[src/rtl/rvx_core_bus_arbiter.sv]
// Merges the core's instruction and data buses onto one shared memory port.
// The fetch and the load/store of a group are served in turn, and both responses are released in the same cycle.
module rvx_core_bus_arbiter #(
  parameter bit IBUS_FIRST = 1'b0
) (
  input  logic        clock,
  input  logic        reset_n,
  input  logic [31:0] ibus_address,
  input  logic        ibus_rrequest,
  output logic [31:0] ibus_rdata,
  output logic        ibus_rresponse,
  input  logic [31:0] dbus_address,
  input  logic        dbus_rrequest,
  input  logic        dbus_wrequest,
  input  logic [31:0] dbus_wdata,
  input  logic [3:0]  dbus_wstrobe,
  output logic [31:0] dbus_rdata,
  output logic        dbus_rresponse,
  output logic        dbus_wresponse,
  output logic [31:0] mem_address,
  output logic        mem_rrequest,
  output logic        mem_wrequest,
  output logic [31:0] mem_wdata,
  output logic [3:0]  mem_wstrobe,
  input  logic [31:0] mem_rdata,
  input  logic        mem_rresponse,
  input  logic        mem_wresponse,
  output logic [1:0]  dbg_state
);

  // Every bus follows one handshake: a request holds its address and data
  // stable until the matching response. The response arrives one or more
  // cycles after the request is first presented. dbg_state: 0=IDLE,
  // 1=SERVE_A, 2=SERVE_B.
  typedef enum logic [1:0] {
    IDLE    = 2'd0,
    SERVE_A = 2'd1,
    SERVE_B = 2'd2
  } state_t;

  state_t      state;
  logic        pend_i;
  logic        pend_d;
  logic        d_is_write;
  logic [31:0] buf_rdata;

  logic new_i, new_d, new_w, new_first_d;
  logic both, cur_is_d, cur_done, last_member;
  logic release_now, advance, accept;
  logic fwd_en, fwd_is_d, fwd_w;

  assign new_i       = ibus_rrequest;
  assign new_d       = dbus_rrequest | dbus_wrequest;
  assign new_w       = dbus_wrequest;
  assign new_first_d = new_d && (!new_i || !IBUS_FIRST);
  assign both        = pend_i & pend_d;

  always_comb begin
    cur_is_d = 1'b0;
    case (state)
      SERVE_A: cur_is_d = pend_d && (!pend_i || !IBUS_FIRST);
      SERVE_B: cur_is_d = IBUS_FIRST;
      default: cur_is_d = 1'b0;
    endcase
  end

  // Only the response matching the served access counts; the other is ignored.
  assign cur_done    = reset_n && (state != IDLE) &&
                       ((cur_is_d && d_is_write) ? mem_wresponse : mem_rresponse);
  assign last_member = (state == SERVE_B) || !both;
  assign release_now = cur_done && last_member;
  assign advance     = cur_done && (state == SERVE_A) && both;
  assign accept      = reset_n && ((state == IDLE) || release_now);

  // Forwarding uses only master inputs, which are held stable while pending.
  always_comb begin
    fwd_en   = 1'b0;
    fwd_is_d = 1'b0;
    fwd_w    = 1'b0;
    if (accept) begin
      fwd_en   = new_i | new_d;
      fwd_is_d = new_first_d;
      fwd_w    = new_w;
    end else if (advance) begin
      fwd_en   = 1'b1;
      fwd_is_d = IBUS_FIRST;
      fwd_w    = d_is_write;
    end else if (reset_n && (state != IDLE)) begin
      fwd_en   = 1'b1;
      fwd_is_d = cur_is_d;
      fwd_w    = d_is_write;
    end
  end

  assign mem_rrequest = fwd_en && !(fwd_is_d && fwd_w);
  assign mem_wrequest = fwd_en && fwd_is_d && fwd_w;
  assign mem_address  = !fwd_en ? 32'd0 : (fwd_is_d ? dbus_address : ibus_address);
  assign mem_wdata    = mem_wrequest ? dbus_wdata : 32'd0;
  assign mem_wstrobe  = mem_wrequest ? dbus_wstrobe : 4'd0;

  assign ibus_rresponse = release_now && pend_i;
  assign dbus_rresponse = release_now && pend_d && !d_is_write;
  assign dbus_wresponse = release_now && pend_d && d_is_write;

  // The member finishing last passes mem_rdata through; the earlier one comes from the buffer.
  assign ibus_rdata = (release_now && both && cur_is_d)  ? buf_rdata : mem_rdata;
  assign dbus_rdata = (release_now && both && !cur_is_d) ? buf_rdata : mem_rdata;

  always_ff @(posedge clock) begin
    if (!reset_n) begin
      state      <= IDLE;
      pend_i     <= 1'b0;
      pend_d     <= 1'b0;
      d_is_write <= 1'b0;
      buf_rdata  <= 32'd0;
    end else if (accept) begin
      pend_i     <= new_i;
      pend_d     <= new_d;
      d_is_write <= new_w;
      state      <= (new_i | new_d) ? SERVE_A : IDLE;
    end else if (advance) begin
      buf_rdata <= mem_rdata;
      state     <= SERVE_B;
    end
  end

  assign dbg_state = state;

endmodule
[config.mk]
export PLATFORM = sky130hd
export DESIGN_NAME = rvx_core_bus_arbiter
export DESIGN_NICKNAME = d
export VERILOG_FILES = /design/src/rtl/rvx_core_bus_arbiter.sv
export SDC_FILE = /design/constraint.sdc
export NUM_CORES = 1
export LEC_CHECK = 0
export CAP_MARGIN = 30
export CELL_PAD_IN_SITES_DETAIL_PLACEMENT = 1
export CELL_PAD_IN_SITES_GLOBAL_PLACEMENT = 1
export CORE_MARGIN = 3
export CORE_UTILIZATION = 21
export CTS_BUF_LIST = sky130_fd_sc_hd__clkbuf_2 sky130_fd_sc_hd__clkbuf_4 sky130_fd_sc_hd__clkbuf_8
export CTS_CLUSTER_DIAMETER = 30
export DETAILED_ROUTE_END_ITERATION = 8
export PLACE_DENSITY = 0.9
export SLEW_MARGIN = 20
export SYNTH_ARGS = -nofsm -noshare
export SYNTH_HDL_FRONTEND = slang
export SYNTH_SLANG_ARGS = --single-unit
[constraint.sdc]
create_clock -name clock -period 6.8 [get_ports clock]
set_clock_uncertainty 0.05 [all_clocks]
set_input_delay 1.02 -clock clock [delete_from_list [all_inputs] [get_ports clock]]
set_output_delay 1.02 -clock clock [all_outputs]
set_load 0.02 [all_outputs]
Word level (Yosys, flattened, before mapping) --
Cells that the tools add are included.
Word-level totals: bits in registers 37, input port bits 139, word-level logic and storage cells 59
Cells by class: mux-type cells 20, bitwise gates (word level) 4, reductions and logical operators 28, equal/unequal tests 2
Operators by type and width (count):
- 32-bit two-way mux | 5
- 1-bit logical AND | 18
- 1-bit two-way mux | 12
- 1-bit zero test | 4
- 2-bit two-way mux | 2
- 4-bit two-way mux | 1
- 2-bit nonzero test | 2
- 2-bit by 1-bit equality test with 1-bit output (second input constant) | 1
- 2-bit equality test (second input constant) | 1
- 2-bit zero test | 1
- 1-bit logical OR | 2
- 1-bit bitwise OR | 2
- 2-bit AND reduction | 1
- 1-bit AND | 1
- 1-bit inverter | 1

Logic depth before layout (Yosys ltp) --
depth after elaboration 12, mapped depth 8, mapped depth without buffers 5

Worst setup path after synthesis --
No wires, ideal clock.
path kind in2out, start point in mem_rresponse, end point out mem_address[10], path buffers 1, data required time 5.730 ns, slack 3.235 ns, data arrival time 2.495 ns, stages on the path 5, cell sequence o21a_1 > or4_1 > nand3_1 > buf_4 > mux2i_1
On the way: cells in the longest elaborated chain, start to end 8, elaborated cells on any way between the ends 13, classes of those cells mux (7); reduce/logical (6)
RTL lines:
- start: declaration | RTL line 26 | input logic mem_rresponse,
- 1-bit two-way mux (*) | RTL line 69 | ((cur_is_d && d_is_write) ? mem_wresponse : mem_rresponse);
- 1-bit logical AND (*) | RTL line 68 | assign cur_done = reset_n && (state != IDLE) &&
- 1-bit logical AND (on tied branches) | RTL line 72, 71
- 1-bit logical AND / 1-bit logical OR (equally long branches) | RTL line 72, 73
- 1-bit two-way mux / 1-bit logical AND (equally long branches) | RTL line 84, 73
- 1-bit two-way mux | RTL line 80 | if (accept) begin
- 32-bit two-way mux | RTL line 97 | assign mem_address = !fwd_en ? 32'd0 : (fwd_is_d ? dbus_address : ibus_address);
- 32-bit two-way mux (*) | RTL line 97
- end: declaration | RTL line 20 | output logic [31:0] mem_address,
Mark *: on every way between the ends. The rest lies on a longest branch, timed or not.

Worst setup path in the final report --
start point in reset_n, end point out mem_wdata[17]
On the way: cells in the longest elaborated chain, start to end 9, elaborated cells on any way between the ends 19, classes of those cells mux (10); reduce/logical (9)
RTL lines:
- start: declaration | RTL line 7 | input logic reset_n,
- 1-bit logical AND | RTL line 68, 88
- 1-bit logical AND | RTL line 68
- 1-bit logical AND (on tied branches) | RTL line 72, 71
- 1-bit logical AND / 1-bit logical OR (equally long branches) | RTL line 72, 73
- 1-bit two-way mux / 1-bit logical AND (equally long branches) | RTL line 84, 73
- 1-bit two-way mux | RTL line 80
- 1-bit logical AND | RTL line 96 | assign mem_wrequest = fwd_en && fwd_is_d && fwd_w;
- 1-bit logical AND (*) | RTL line 96
- 32-bit two-way mux (*) | RTL line 98 | assign mem_wdata = mem_wrequest ? dbus_wdata : 32'd0;
- end: declaration | RTL line 23 | output logic [31:0] mem_wdata,
Marks and branches as above.

==> flow_summary.json <==
{
  "postRouteAntennaNets": 0,
  "routed_wl_mm": 14.3,
  "ff_latch_area_um2": 741,
  "power_per_cell_area_nw_per_um2": 127,
  "antenna_cells_inserted": 0,
  "drt_first_iter_violations": 59,
  "numClockSinks": 37,
  "postLayoutSetupSlackWorst_ps": 1890,
  "post_synthesis_simple_gate_area_fraction_pct": 21.3,
  "ctsLongestPathBuffers": 2,
  "floorplan.die.width_um": 124,
  "start_util_pct": 21.7,
  "post_synth_fa_ha_maj_area_fraction_pct": 0,
  "cts_setup_buffers": 0,
  "final_period_minus_worst_setup_slack_ps": 4910,
  "wl_per_cell_um": 18.2,
  "clkTransAtPathRegs_ps": 70,
  "min_period_over_period_pct": 72.1,
  "finalNetCount": 749,
  "ys_seq_elements": 37,
  "ys_types": 32,
  "multi_input_comb_area_um2": 1800,
  "final_hold_fails": 0,
  "worstPathMaxFanout": 30,
  "yosysWarningCount": 0,
  "cell_internal_pwr_w": 0.000483,
  "critPathRequiredTime_ps": 5730,
  "detailed_route_via_count": 3441,
  "floorplan.die.height_um": 124,
  "gpl.final_weighted_congestion": 0.834,
  "setup.worst_path.class": "in2out",
  "cts_inserted_buffers": 5,
  "worst-endpoint-arrival_ps": 3840,
  "viasPerCell": 4.37,
  "number_of_detailed_routing_iterations_run_before_antenna_repair": 4,
  "synth_fp_nets": 513,
  "synthesis.area_per_instance_um2": 7.79,
  "filler_cell_count": 1571,
  "hp-class": "reg2reg",
  "worst_ir_drop_on_vdd_mv": 0.0783,
  "grt_first_pass_wirelength_mm": 20.1,
  "grt_overflow_total": 0,
  "static-leakage-power_nw": 2.22,
  "maximum_clock_frequency_ghz": 0.204,
  "synth_top_family_by_area": "multiplexers",
  "syn2layout_area_growth_pct": 99.5,
  "initial_antenna_violation_count": 0,
  "p_seq_share_pct": 30.3,
  "post_synthesis_cell_count": 374,
  "totalNegativeSetupSlack_ps": 0,
  "floorplan_die_area_um2": 15300,
  "synthesis.area_um2": 2910,
  "fp.coreArea_um2": 13400,
  "fin_hold_ws_ps": 443,
  "switching_share_pct": 34.3,
  "grt_max_degree": 40,
  "power_frac_clock_pct": 21.3,
  "ys_seq_area_share_pct": 25.4,
  "synthXorXnorAreaFrac_pct": 0,
  "place_worst_setup_slack_ps": 1860,
  "share_of_the_synthesized_area_in_compound_gates_ao_oa_aoi_oai_pct": 5.15,
  "drive_gt1_share_pct": 8.67,
  "global_router_s_overall_resource_usage_pct": 17.0,
  "outcome": "finished, final reports clean",
  "fp-row-count": 42,
  "slew_limit_headroom_pct": 44.8,
  "timing.final.max_slew_violations": 0,
  "timing.critical_path.to_type": "primary output",
  "first_global_vias": 3752,
  "post_synth_mux_area_share_pct": 34.3,
  "synthFlopType": "sky130_fd_sc_hd__dfxtp_1",
  "synth-async-reset-ratio_pct": 0,
  "ctsResizeCount": 0,
  "power.combinational.fraction_pct": 48.3,
  "final_setup_violating_endpoints": 0,
  "max_cap_violations": 0,
  "route.detailed.drc": 0,
  "switchingPower_w": 0.000252,
  "tritoncts": "built",
  "cts.htree.levels": 2,
  "worst_slew_pin_slew_ps": 829,
  "clock_tree_root_driver_cell": "sky130_fd_sc_hd__clkbuf_8",
  "placement.cell_area_um2": 5730,
  "dpl.hpwl_mm": 11.9,
  "io_buffers": 277,
  "synth_edf_count": 0,
  "final_cell_area_um2": 5810,
  "io-pin-count": 278,
  "grt_setup_unrepaired": "no",
  "insertion_delay_ps": 290,
  "postCtsHoldBufs": 0,
  "setup.worst_path.start_class": "input port"
}
state kept, by name, summed over array words and instances (netlist names):
register and flops:
pend_i 1, d_is_write 1, dbg_state 2, buf_rdata 32, pend_d 1
cell usage in the layout (no fill, tap or decap), drive strengths merged, types with 2 or more instances in the layout:
cell and n:
nor2b 2, nor3 3, mux2 32, mux2i 64, and2 38, clkbuf 5
nand2b 3, a21oi 6, o21ai 7, clkdlybuf4s50 277, or3 2, buf 6
dfxtp 37, inv 36, clkinv 2, nor2 34, nand2 42
critical path, cell delays in order:
cell	delay, ps
sky130_fd_sc_hd__clkdlybuf4s50_1	590
sky130_fd_sc_hd__o21ai_0	130
sky130_fd_sc_hd__a21oi_1	260
sky130_fd_sc_hd__o21ai_0	240
sky130_fd_sc_hd__a32oi_2	520
sky130_fd_sc_hd__buf_6	270
sky130_fd_sc_hd__and2_1	160
sky130_fd_sc_hd__clkdlybuf4s50_1	630
worst paths after layout:
kind / cells past startpoint / to / slack, ps / startpoint
worst max register to register: 6 / buf_rdata[20]$_SDFFE_PN0P_ / 4430 / dbg_state[0]$_SDFFE_PN0P_
worst min register to register: 2 / buf_rdata[10]$_SDFFE_PN0P_ / 440 / buf_rdata[10]$_SDFFE_PN0P_
worst min-delay path: 2 / buf_rdata[10]$_SDFFE_PN0P_ / 440 / buf_rdata[10]$_SDFFE_PN0P_
worst max-delay path: 8 / mem_wdata[17] / 1890 / reset_n
cell type report:
cell class | count | area share (%)
multi-input cells | 247 | 30.9
well taps | 176 | 3.79
inverters | 36 | 2.32
clock inverters | 3 | 0.301
flip-flops and latches | 37 | 12.7
clock buffers | 5 | 1.18
repair buffers | 283 | 48.8
stage by stage:
stage | cells | utilization, % | total power, W
final | 787 | 43.4 | 0.000736
after detailed placement | 779 | 42.7 | 0.000585
after global routing | 787 | 43.4 | 0.000771
after global placement | 777 | 42.5 | 0.000576
after floorplan | 374 | - | 0.000381
after CTS | 787 | 43.4 | 0.000749
kinds of logic (layout without fill, tap and decap cells):
family	count (synthesis)	in the layout
simple gates	129	129
mux	96	96
buf+inv	90	327
flops	37	37
compound gates	22	22
metal layers:
metal / global-route usage (%) / wire length, um
met5: 0 / 0
met4: 5.47 / 297
met3: 6.36 / 1600
met2: 32.0 / 7370
met1: 17.1 / 5030
cells in the mapped netlist (2+ instances only):
| cell | count | area, um2 |
|---|---|---|
| sky130_fd_sc_hd__a21oi_1 | 6 | 30.0 |
| sky130_fd_sc_hd__inv_1 | 36 | 135 |
| sky130_fd_sc_hd__dfxtp_1 | 37 | 741 |
| sky130_fd_sc_hd__or3_1 | 2 | 12.5 |
| sky130_fd_sc_hd__nand2b_1 | 3 | 18.8 |
| sky130_fd_sc_hd__nor2_1 | 34 | 128 |
| sky130_fd_sc_hd__mux2_2 | 32 | 360 |
| sky130_fd_sc_hd__nand2_1 | 42 | 158 |
| sky130_fd_sc_hd__nor2b_1 | 2 | 12.5 |
| sky130_fd_sc_hd__mux2i_1 | 64 | 641 |
| sky130_fd_sc_hd__and2_1 | 38 | 238 |
| sky130_fd_sc_hd__buf_2 | 9 | 45.0 |
| sky130_fd_sc_hd__o21ai_0 | 6 | 30.0 |
| sky130_fd_sc_hd__clkbuf_1 | 36 | 135 |
| sky130_fd_sc_hd__buf_4 | 4 | 30.0 |
| sky130_fd_sc_hd__buf_6 | 5 | 56.3 |
| sky130_fd_sc_hd__nor3_1 | 3 | 15.0 |
power by group through the flow:
stage / registers [W] / logic, W / clock network, W
after floorplan: 0.000227 / 0.000154 / 0
after global placement: 0.000227 / 0.000348 / 0
after detailed placement: 0.000228 / 0.000357 / 0
after CTS: 0.000223 / 0.000359 / 0.000167
after global routing: 0.000224 / 0.000375 / 0.000173
final: 0.000223 / 0.000356 / 0.000157
No activity file was read; power rests on OpenSTA's default activity.
==> edit (same flow settings) <==
Change the parameter `IBUS_FIRST` from 1'b0 to 1'b1.
--- a/src/rtl/rvx_core_bus_arbiter.sv
+++ b/src/rtl/rvx_core_bus_arbiter.sv
@@ -2,5 +2,5 @@
 // The fetch and the load/store of a group are served in turn, and both responses are released in the same cycle.
 module rvx_core_bus_arbiter #(
-  parameter bit IBUS_FIRST = 1'b0
+  parameter bit IBUS_FIRST = 1'b1
 ) (
   input  logic        clock,
Formal check against the unedited RTL: not equivalent (Yosys sat finds a counterexample within 4 cycles, from zero or initial values and one cycle with reset_n low).
==> edit against the original RTL <==
Power fell by 1.9%; clock power about the same; via count up 23%; register-to-register slack lost 0.20 ns; synthesized area grew 19%; routed wire length rose by 5.2%; sequential cell count is the same; count of clock-buffer cells in the layout stayed put; worst setup slack got worse by 0.20 ns; synthesized cell count is 14% higher; cell area up 12%; critical path type unchanged.
==> edit: results (changes against the original RTL) <==
The met3 wire length came out at 1330 um (-17%). For the distinct cell type count of the synthesized netlist, the log shows 43 (+34%). The worst voltage drop across the vdd grid came out at 52.9 uV (-32%). The slack of the worst reg-to-reg path was 4.23 ns (-0.20 ns); the critical-path maximum fanout was 33 (+10%).

The logs give 74 (+25%) for the first-iteration detailed-routing DRC count and 480 uW (-0.75%) for the internal power. The peak per-stage delay on the critical path works out to 0.57 ns (-0.06 ns). The destination of the worst hold path was buf_rdata[3]$_SDFFE_PN0P_. The pin count of the biggest net entering global routing is 75 (+88%), and the global-route wire length before repair is 22900 um (+14%). The number of nets in the layout came out at 822 (+9.7%).

The fraction of area in non-clock buffers is 0.443 (-0.0446), and the final RePlAce weighted congestion is 0.766 (-8.1%). The run gives 0.0514 (-0.0122) as the met3 usage in global routing. The run gives 15000 um (+5.2%) as the final wirelength. The tools report the combinational group power as 342 uW (-4%). The worst register-to-register path ends at buf_rdata[0]$_SDFFE_PN0P_. The tools report the sequential group share of total power as 0.309 (+0.006). The data arrival time of the critical path is 4.04 ns (+0.20 ns). Cell type of the slowest stage on the worst timing path: a211o_2.

For the post-synthesis instance total, the log shows 428 (+14%). After synthesis, the most frequently instantiated cells are nand2_1 (68), and3_1 (37), dfxtp_1 (37). The flow ran to the end, and the final reports show no timing, DRC or antenna violations.

The run gives 570 (+11%) as the post-synthesis net count. The number of buffers other than clock buffers in the final layout came out at 286 (+1.1%). The standby leakage power is 0.00253 uW (+14%), and the routing usage on met1 is 0.160 (-0.0109).

For the via count, the log shows 4218 (+23%). The inverter count of the layout excluding clock inverters is 5 (-86%), and the clock network area share is 0.0133 (-0.00153). For the detailed route wirelength on metal2, the log shows 7770 um (+5.4%).

For the total area of multi-input combinational cells, the log shows 2490 um2 (+39%). The share of layout cells above drive strength 1 was 0.147 (+0.0601). In the post-synthesis netlist, the biggest area contributors are dfxtp_1 (21%), mux2_4 (13%), mux2_2 (11%). The tools report the number of multi-input combinational cells in the layout as 345 (+40%).
## edit: cell types whose count changed in the layout (fill, tap and decap cells not counted), moves of 32 or more
cell,unedited run,this run
mux2i_1,64,3
and3_1,0,37
nand3_1,0,33
and2_1,38,1
a21boi_0,0,32
## edit: per-stage QoR
| stage | setup WS [ns] | std cells | hold WS (ns) | util | total power (uW) |
|---|---|---|---|---|---|
| 3_3_place_gp | 1.69 | 886 | 0.413 | 0.396 | 566 |
| 4_1_cts | 1.62 | 895 | 0.439 | 0.403 | 735 |
| 5_1_grt | 1.47 | 897 | 0.465 | 0.405 | 767 |
| 2_1_floorplan | 3.10 | 428 | 0.402 | - | 379 |
| 6_report | 1.69 | 897 | 0.434 | 0.405 | 722 |
| 3_5_place_dp | 1.63 | 887 | 0.427 | 0.397 | 571 |
## edit: logic make-up (layout without fill, tap and decap cells)
logic type / after synthesis / in the layout / synth area share
fa+ha+maj: 3 / 3 / 0.0109
simple gates: 159 / 159 / 0.230
mux: 68 / 68 / 0.253
compound gates: 115 / 115 / 0.220
flops: 37 / 37 / 0.214
buf+inv: 46 / 299 / 0.0710
## edit: worst max-delay path by stage
| stage | startpoint | to | slack, ns | depth (start not counted) |
|---|---|---|---|---|
| after floorplan | mem_rresponse | mem_address[10] | 3.10 | 6 |
| after detailed placement | mem_rresponse | mem_wdata[10] | 1.63 | 7 |
| after global placement | mem_rresponse | mem_wdata[30] | 1.69 | 7 |
| after global routing | mem_rresponse | mem_wdata[10] | 1.47 | 8 |
| final | mem_rresponse | mem_wdata[10] | 1.69 | 8 |
| after CTS | mem_rresponse | mem_wdata[10] | 1.62 | 7 |
## edit: tightest hold or removal path, stage by stage, from the launching register on
cell	delay, ns
dfxtp_1	0.32
nand2_1	0.05
a21boi_0	0.06
